[src/rtl/mod_counter.sv]
// rtl/mod_counter.sv - modulo-N up/down counter with load, wrap/saturate mode and wrap pulse
//
// Parameters
//   WIDTH    counter width in bits
//   MODULUS  count range 0..MODULUS-1, 2 <= MODULUS <= 2**WIDTH
//
// Ports
//   clk     in   rising-edge clock
//   reset   in   asynchronous active-low reset (clears q and wrap)
//   en      in   count enable
//   up      in   1 = increment, 0 = decrement
//   load    in   synchronous parallel load, overrides en
//   d       in   load value (clamped to MODULUS-1)
//   sat     in   1 = saturate at the limit, 0 = wrap modulo MODULUS
//   q       out  current count
//   tc      out  terminal count for the current direction (combinational)
//   wrap    out  registered one-cycle pulse after a wrap

module mod_counter #(
    parameter int WIDTH   = 4,
    parameter int MODULUS = 10
) (
    input  logic             clk,
    input  logic             reset,
    input  logic             en,
    input  logic             up,
    input  logic             load,
    input  logic [WIDTH-1:0] d,
    input  logic             sat,
    output logic [WIDTH-1:0] q,
    output logic             tc,
    output logic             wrap
);

    if (MODULUS < 2 || MODULUS > (2 ** WIDTH)) begin : g_bad_modulus
        $error("mod_counter: MODULUS out of range for WIDTH");
    end

    // Largest legal count; fits in WIDTH bits because MODULUS <= 2**WIDTH.
    localparam logic [WIDTH-1:0] MAX = WIDTH'(MODULUS - 1);

    logic at_max;
    logic at_min;

    assign at_max = (q == MAX);
    assign at_min = (q == '0);

    // Not gated by en, so a following stage can use en & tc as its enable.
    assign tc = up ? at_max : at_min;

    always_ff @(posedge clk or negedge reset) begin
        if (!reset) begin
            q    <= '0;
            wrap <= 1'b0;
        end else if (load) begin
            q    <= (d > MAX) ? MAX : d;
            wrap <= 1'b0;
        end else if (en) begin
            if (up) begin
                if (!at_max) begin
                    q    <= q + 1'b1;
                    wrap <= 1'b0;
                end else if (!sat) begin
                    q    <= '0;
                    wrap <= 1'b1;
                end else begin
                    wrap <= 1'b0;
                end
            end else begin
                if (!at_min) begin
                    q    <= q - 1'b1;
                    wrap <= 1'b0;
                end else if (!sat) begin
                    q    <= MAX;
                    wrap <= 1'b1;
                end else begin
                    wrap <= 1'b0;
                end
            end
        end else begin
            wrap <= 1'b0;
        end
    end

endmodule

[config.mk]
export PLATFORM = sky130hd
export DESIGN_NAME = mod_counter
export DESIGN_NICKNAME = d
export VERILOG_FILES = /design/src/rtl/mod_counter.sv
export SDC_FILE = /design/constraint.sdc
export NUM_CORES = 1
export LEC_CHECK = 0
export CORE_AREA = 2 2 39 41
export CTS_BUF_LIST = sky130_fd_sc_hd__clkbuf_16
export CTS_CLUSTER_SIZE = 20
export DETAILED_ROUTE_END_ITERATION = 12
export DIE_AREA = 0 0 41 43
export GPL_TIMING_DRIVEN = 0
export PLACE_DENSITY_LB_ADDON = 0.15
export SLEW_MARGIN = 30
export SYNTH_ARGS = -nofsm -noshare
export SYNTH_HDL_FRONTEND = slang
export SYNTH_SLANG_ARGS = --single-unit
[constraint.sdc]
create_clock -name clk -period 3.25 [get_ports clk]
set_input_delay 0.65 -clock clk [delete_from_list [all_inputs] [get_ports clk]]
set_output_delay 0.65 -clock clk [all_outputs]
set_load 0.1 [all_outputs]
==> results.json, run 1 <==
{
  "status": "completed",
  "crit_path_end_kind": "output pin",
  "pwr-share-clk_pct": 44.5,
  "setup_ws_ns": 0.2044,
  "min-delay-path-class": "in2async",
  "pin_count": 16,
  "drive_gt1_share_pct": 8.333,
  "fin_crit_ns": 3.046,
  "combPwrFrac_pct": 38.3,
  "die_h_um": 43,
  "yosysTopAreaCell": "dfrtp_1",
  "netSwitchingPower_mw": 0.1652,
  "yosysMostFrequentCell": "o21ai_0",
  "synth_area_leaders": "dfrtp_1, o21ai_0, xnor2_1, nand3_1, clkbuf_1",
  "track_usage_pct": 14.63,
  "synth_area_um2": 424.2,
  "synth_cell_types": 30,
  "maxCapViolations": 0,
  "grt_pass1_wl_um": 1738,
  "rsz0062_at_grt": "false",
  "yosys_warnings": 0,
  "wl_per_cell_um": 12.08,
  "cp_max_fo": 4,
  "die_x_um": 41,
  "synth_edf_count": 0,
  "postRouteWirelength_um": 1063,
  "dpl_cell_area_um2": 591.8,
  "slew_violations": 0,
  "core_um2": 1384,
  "avgViaCountPerCell": 5.398,
  "yosysSeqAreaShare_pct": 29.50,
  "hold_viol": 0,
  "synth-seq-cells": 5,
  "p_int_mw": 0.2821,
  "cp-start-kind": "input pin",
  "required_ns": 2.60,
  "seqPwrFrac_pct": 17.1,
  "cts_tree": "done",
  "die_area_um2": 1763,
  "drc": 0,
  "p_sw_share_pct": 36.92,
  "num_vias": 475,
  "syn_nets": 64,
  "cts.path.max_buffers": 2,
  "rows": 14,
  "cts_root_buffer": "clkbuf_16",
  "io_buffers": 14,
  "place_inst": 84,
  "syn_area_per_cell_um2": 7.855,
  "layoutNonFillerInstCount": 88,
  "cts_buffers": 3,
  "insertion_delay_ns": 0.23,
  "synth_flop_cell": "dfrtp_1",
  "start_util_pct": 30.65,
  "drtAntennaViolNets": 0,
  "async_flop_share_pct": 100.0,
  "crit_arrival_ns": 2.40,
  "clock-sinks": 5,
  "fin_tns_setup_ns": 0,
  "final_net_count": 83,
  "synth_common_cells": "o21ai_0, dfrtp_1, clkbuf_1",
  "n_antenna_cell": 0,
  "worst-setup-path-type": "in2out",
  "gp_congestion": 0.7499,
  "multiInputGateArea_um2": 272.8,
  "grt.overflow.total": 0,
  "slew-limit-headroom_pct": 35.55,
  "final_cell_area_um2": 671.9,
  "fill_cells": 129,
  "syn_inst": 54,
  "p_leak_nw": 0.2469,
  "cts_setup_buffers": 0,
  "seq_area_um2": 125.1,
  "vdd_ir_drop_max_mv": 0.3542,
  "finClkSkew_ns": 0.001855,
  "tightest_slew_ns": 0.9637,
  "grt_max_degree": 11,
  "syn_to_final_growth_pct": 58.41,
  "clk_pin_slew_ns": 0.03,
  "power.density_nw_per_um2": 665.7,
  "grt_pass1_vias": 417,
  "finalSetupViolations": 0,
  "cts_hold_buf": 0,
  "synth_top_cell_area_share_pct": 29.50,
  "dpl.hpwl_um": 718.5,
  "htreeDepth": 1,
  "fmax_mhz": 328.3,
  "first_pass_iters": 4,
  "finalCritPeriodShare_pct": 93.71,
  "drt_iter0_drc": 14,
  "cts_resized": 3,
  "placement.setup.worst_slack_ns": -0.3635,
  "grt_antenna_before_repair": 0
}
-- cell usage in the layout (no fill, tap or decap), drive strengths merged, types with 3 or more instances in the layout --
cell type,Yosys,layout
inv,3,4
nand2,3,3
clkbuf,4,7
nand3,3,3
o21ai,8,8
dfrtp,5,5
clkdlybuf4s50,0,13
-- state kept, by name, indices dropped and copies added (netlist names) --
signal	flops
wrap	1
q	4
-- final cells by class --
type	count	share of cell area, %
Multi-Input combinational cell	40	40.60
Clock inverter	1	0.5587
Inverter	3	1.676
Tap cell	16	2.980
Sequential cell	5	18.62
Clock buffer	3	11.17
Buffer	6	3.352
Timing Repair Buffer	14	21.04
-- worst max-delay path: stages --
cell             delay, ns
clkdlybuf4s50_1       0.46
or3_1                 0.38
a211oi_4              0.31
clkdlybuf4s15_2       0.60
-- power groups by stage --
stage / clock network [mW] / logic, mW / registers (mW)
3_5_place_dp: 0 / 0.171 / 0.0775
3_3_place_gp: 0 / 0.172 / 0.0774
5_1_grt: 0.205 / 0.183 / 0.0783
6_report: 0.199 / 0.171 / 0.0767
4_1_cts: 0.202 / 0.172 / 0.0768
2_1_floorplan: 0 / 0.0740 / 0.132
-- through the flow --
step,utilization [%],hold slack [ns],power [mW]
2_1_floorplan,-,0.3544,0.2056
3_3_place_gp,42.77,0.6852,0.2490
3_5_place_dp,42.77,0.6841,0.2485
4_1_cts,48.55,0.6534,0.4504
5_1_grt,48.55,0.6563,0.4663
6_report,48.55,0.6450,0.4473
-- routing by layer --
layer,track usage (%),share of wire [%],vias to the layer above
li1,-,-,236
met1,17.97,44,222
met2,22.50,52,17
met3,3.141,4.0,0
met4,8.000,0,0
met5,0,0,-
-- path summary, 6_finish.rpt --
| path | slack, ns | startpoint | to | cells after the start |
|---|---|---|---|---|
| worst max-delay path | 0.20 | up | tc | 4 |
| worst min-delay path | 0.65 | reset | q[1] | 1 |
| worst max register to register | 1.50 | q[3] | q[2] | 6 |
| worst min register to register | 0.69 | q[1] | wrap | 2 |
| max in group asynchronous | 2.42 | reset | q[2] | 1 |
| min in group clk | 0.69 | q[1] | wrap | 2 |
-- logic make-up after synthesis --
| group | count (synthesis) | synth area share [%] |
|---|---|---|
| DFF | 5 | 29.50 |
| buffers and inverters | 9 | 7.964 |
| AOI/OAI and AO/OA | 20 | 32.45 |
| muxes | 1 | 2.360 |
| and+or+nand+nor | 17 | 23.60 |
| xor gates and xnor gates | 2 | 4.131 |
Power figures use the tool's default switching activity.
==> run 2: changes to the inputs <==
--- a/config.mk
+++ b/config.mk
@@ -7,7 +7,6 @@
 export LEC_CHECK = 0
 export CORE_AREA = 2 2 39 41
 export CTS_BUF_LIST = sky130_fd_sc_hd__clkbuf_16
-export CTS_CLUSTER_SIZE = 20
 export DETAILED_ROUTE_END_ITERATION = 12
 export DIE_AREA = 0 0 41 43
 export GPL_TIMING_DRIVEN = 0
==> results of run 2 <==
No change in the layout: final DEF, timing and power equal those of run 1.
==> run 3: changes to the inputs <==
--- a/config.mk
+++ b/config.mk
@@ -7,6 +7,7 @@
 export LEC_CHECK = 0
 export CORE_AREA = 2 2 39 41
 export CTS_BUF_LIST = sky130_fd_sc_hd__clkbuf_16
+export CTS_CLUSTER_SIZE = 40
 export DETAILED_ROUTE_END_ITERATION = 12
 export DIE_AREA = 0 0 41 43
 export GPL_TIMING_DRIVEN = 0
==> results of run 3 <==
No change in the layout: final DEF, timing and power equal those of run 1.
==> RTL edit, RTL diff (settings of run 1) <==
Add an input register stage for `en`, `up`, `load`, `d` and `sat`, cleared by the reset; this delays them by one clock.
--- a/src/rtl/mod_counter.sv
+++ b/src/rtl/mod_counter.sv
@@ -32,6 +32,28 @@
     output logic             wrap
 );
 
+    logic en_q;
+    logic up_q;
+    logic load_q;
+    logic [WIDTH-1:0] d_q;
+    logic sat_q;
+
+    always_ff @(posedge clk or negedge reset) begin
+        if (!reset) begin
+            en_q   <= '0;
+            up_q   <= '0;
+            load_q <= '0;
+            d_q    <= '0;
+            sat_q  <= '0;
+        end else begin
+            en_q   <= en;
+            up_q   <= up;
+            load_q <= load;
+            d_q    <= d;
+            sat_q  <= sat;
+        end
+    end
+
     if (MODULUS < 2 || MODULUS > (2 ** WIDTH)) begin : g_bad_modulus
         $error("mod_counter: MODULUS out of range for WIDTH");
     end
@@ -46,21 +68,21 @@
     assign at_min = (q == '0);
 
     // Not gated by en, so a following stage can use en & tc as its enable.
-    assign tc = up ? at_max : at_min;
+    assign tc = up_q ? at_max : at_min;
 
     always_ff @(posedge clk or negedge reset) begin
         if (!reset) begin
             q    <= '0;
             wrap <= 1'b0;
-        end else if (load) begin
-            q    <= (d > MAX) ? MAX : d;
+        end else if (load_q) begin
+            q    <= (d_q > MAX) ? MAX : d_q;
             wrap <= 1'b0;
-        end else if (en) begin
-            if (up) begin
+        end else if (en_q) begin
+            if (up_q) begin
                 if (!at_max) begin
                     q    <= q + 1'b1;
                     wrap <= 1'b0;
-                end else if (!sat) begin
+                end else if (!sat_q) begin
                     q    <= '0;
                     wrap <= 1'b1;
                 end else begin
@@ -70,7 +92,7 @@
                 if (!at_min) begin
                     q    <= q - 1'b1;
                     wrap <= 1'b0;
-                end else if (!sat) begin
+                end else if (!sat_q) begin
                     q    <= MAX;
                     wrap <= 1'b1;
                 end else begin
Check against the original RTL: not equivalent (Yosys sat finds a counterexample within 4 cycles, from zero or initial values and one cycle with reset low).
==> RTL edit against run 1 <==
- sequential cell count increased by 8
- core utilization rose by 16 points
- area after synthesis up 51%
- worst setup slack better by 0.080 ns
- highest routed layer is now met4
- largest power group unchanged
- total power grew 23%
- wire length up 6.2%
- cell area up 33%
- synthesized cell count up 7.4%
- count of clock-buffer cells in the layout unchanged
- cell count up 5.7%
- register-to-register slack improved by 0.35 ns
==> RTL edit: results (changes against run 1) <==
- Post-Place Setup Slack: 0.533 ns (was -0.364 ns)
- Hold Crit Class: flip-flop to flip-flop (was primary input to async pin)
- Wire per inst: 12.1 um (about the same)
- Worst-margin pin slew: 0.969 ns (was 0.964 ns)
- R2R Setup Slk: 1.85 ns (was 1.50 ns)
- Gr usage total: 0.174 (was 0.146)
- Max incr delay on CP: 1.13 ns (was 0.60 ns)
- First-pass GRT wire length: 1980 um (was 1740 um)
- CP startpoint: q[3]$_DFFE_PN0P_ (was up)
- Synth cell types: 29 (was 30)
- Proportion of layout cells with a drive suffix above 1: 0.143 (was 0.0833)
- Post-synth top cells: dfrtp_1, nor2_1, and3_1, nor3_1, o21ai_1 (was o21ai_0, dfrtp_1, clkbuf_1)
- Hold Startpoint: d_q[2]$_DFF_PN0_
- Crit path arrival time: 2.32 ns (was 2.40 ns)
- Sequential share of the synthesized area: 0.507 (was 0.295)
- Worst flop-to-flop path startpoint: q[0]$_DFFE_PN0P_ (was q[3]$_DFFE_PN0P_)
- PortBufs: 15 (was 14)
- Setup Buffers After CTS: 0 (unchanged)
- Vias in the first global route: 492 (was 417)
- ANT cells: 0 (unchanged)
- Seq. pwr: 0.186 mW (was 0.0767 mW)
- Critical Path Fanout Max: 7 (was 4)
- Clock Power: 0.222 mW (was 0.199 mW)
- Post-synth ARST share: 1.00 (unchanged)
- Multiplexer share of the synthesized area: 0 (was 0.0236)
- NumNets Final: 88 (was 83)
- Fin crit share: 0.912 (was 0.937)
- Leakage power: 0.373 nW (was 0.247 nW)
- Critical-path top delay cell: clkdlybuf4s50_1 (was clkdlybuf4s15_2)
- Top cells by area, synth: dfrtp_1, buf_6, and3_1 (was dfrtp_1, o21ai_0, xnor2_1)
- Reg-to-Reg End: q[3]$_DFFE_PN0P_ (was q[2]$_DFFE_PN0P_)
- Detailed-route via count: 518 (was 475)
- HPWL after DPL: 811 um (was 719 um)
- Regs by FF count: d_q: 4 flops, q: 4 flops (was q: 4 flops, wrap: 1 flops)
- XOR/XNOR Fraction of Synth Area: 0.0273 (was 0.0413)
- Mapped Nets: 68 (was 64)
- Reg2reg path depth: 5 (was 6)
- Compound-cell area share of the yosys netlist: 0.185 (was 0.324)
- Layout Skew: 0.00168 ns (was 0.00185 ns)
- Pin count of the biggest net entering global routing: 14 (was 11)
- VDD IR max: 0.469 mV (was 0.354 mV)
- GP Congestion: 0.726 (was 0.750)
- Switch share: 0.302 (was 0.369)
- Post-cts sizing count: 0 (was 3)
- Crit path capture: tc (unchanged)
- Drt first-iter violations: 8 (was 14)
- Status: finished clean (unchanged)
- Adder-Cell Fraction of Synth Area: 0 (unchanged)
## RTL edit: kinds of logic after synthesis
| logic type | after synthesis |
|---|---|
| and+or+nand+nor | 22 |
| DFF | 13 |
| buffers and inverters | 6 |
| xor gates and xnor gates | 2 |
| AOI/OAI and AO/OA | 15 |
## RTL edit: through the flow
stage                     total power [mW]  hold WS [ns]  area, um2  instances
after floorplan                      0.291         0.354        642         58
after global placement               0.328         0.491        812         89
after detailed placement             0.330         0.511        812         89
after CTS                            0.557         0.522        891         93
after global routing                 0.577         0.548        891         93
final                                0.550         0.512        891         93
## RTL edit: area by class of cell
class,instances,area [um2]
fillers,122,493
flip-flops and latches,13,325
multi-input cells,39,278
repair buffers,15,150
clock buffers,3,75.1
plain buffers,4,31.3
well taps,16,20.0
inverters,2,7.51
clock inverters,1,3.75
## RTL edit: layer usage
layer  track usage  routed length (um)
met1         0.218                 474
met2         0.244                 577
met3        0.0524                  45
met4         0.127                  31
met5             0                   0
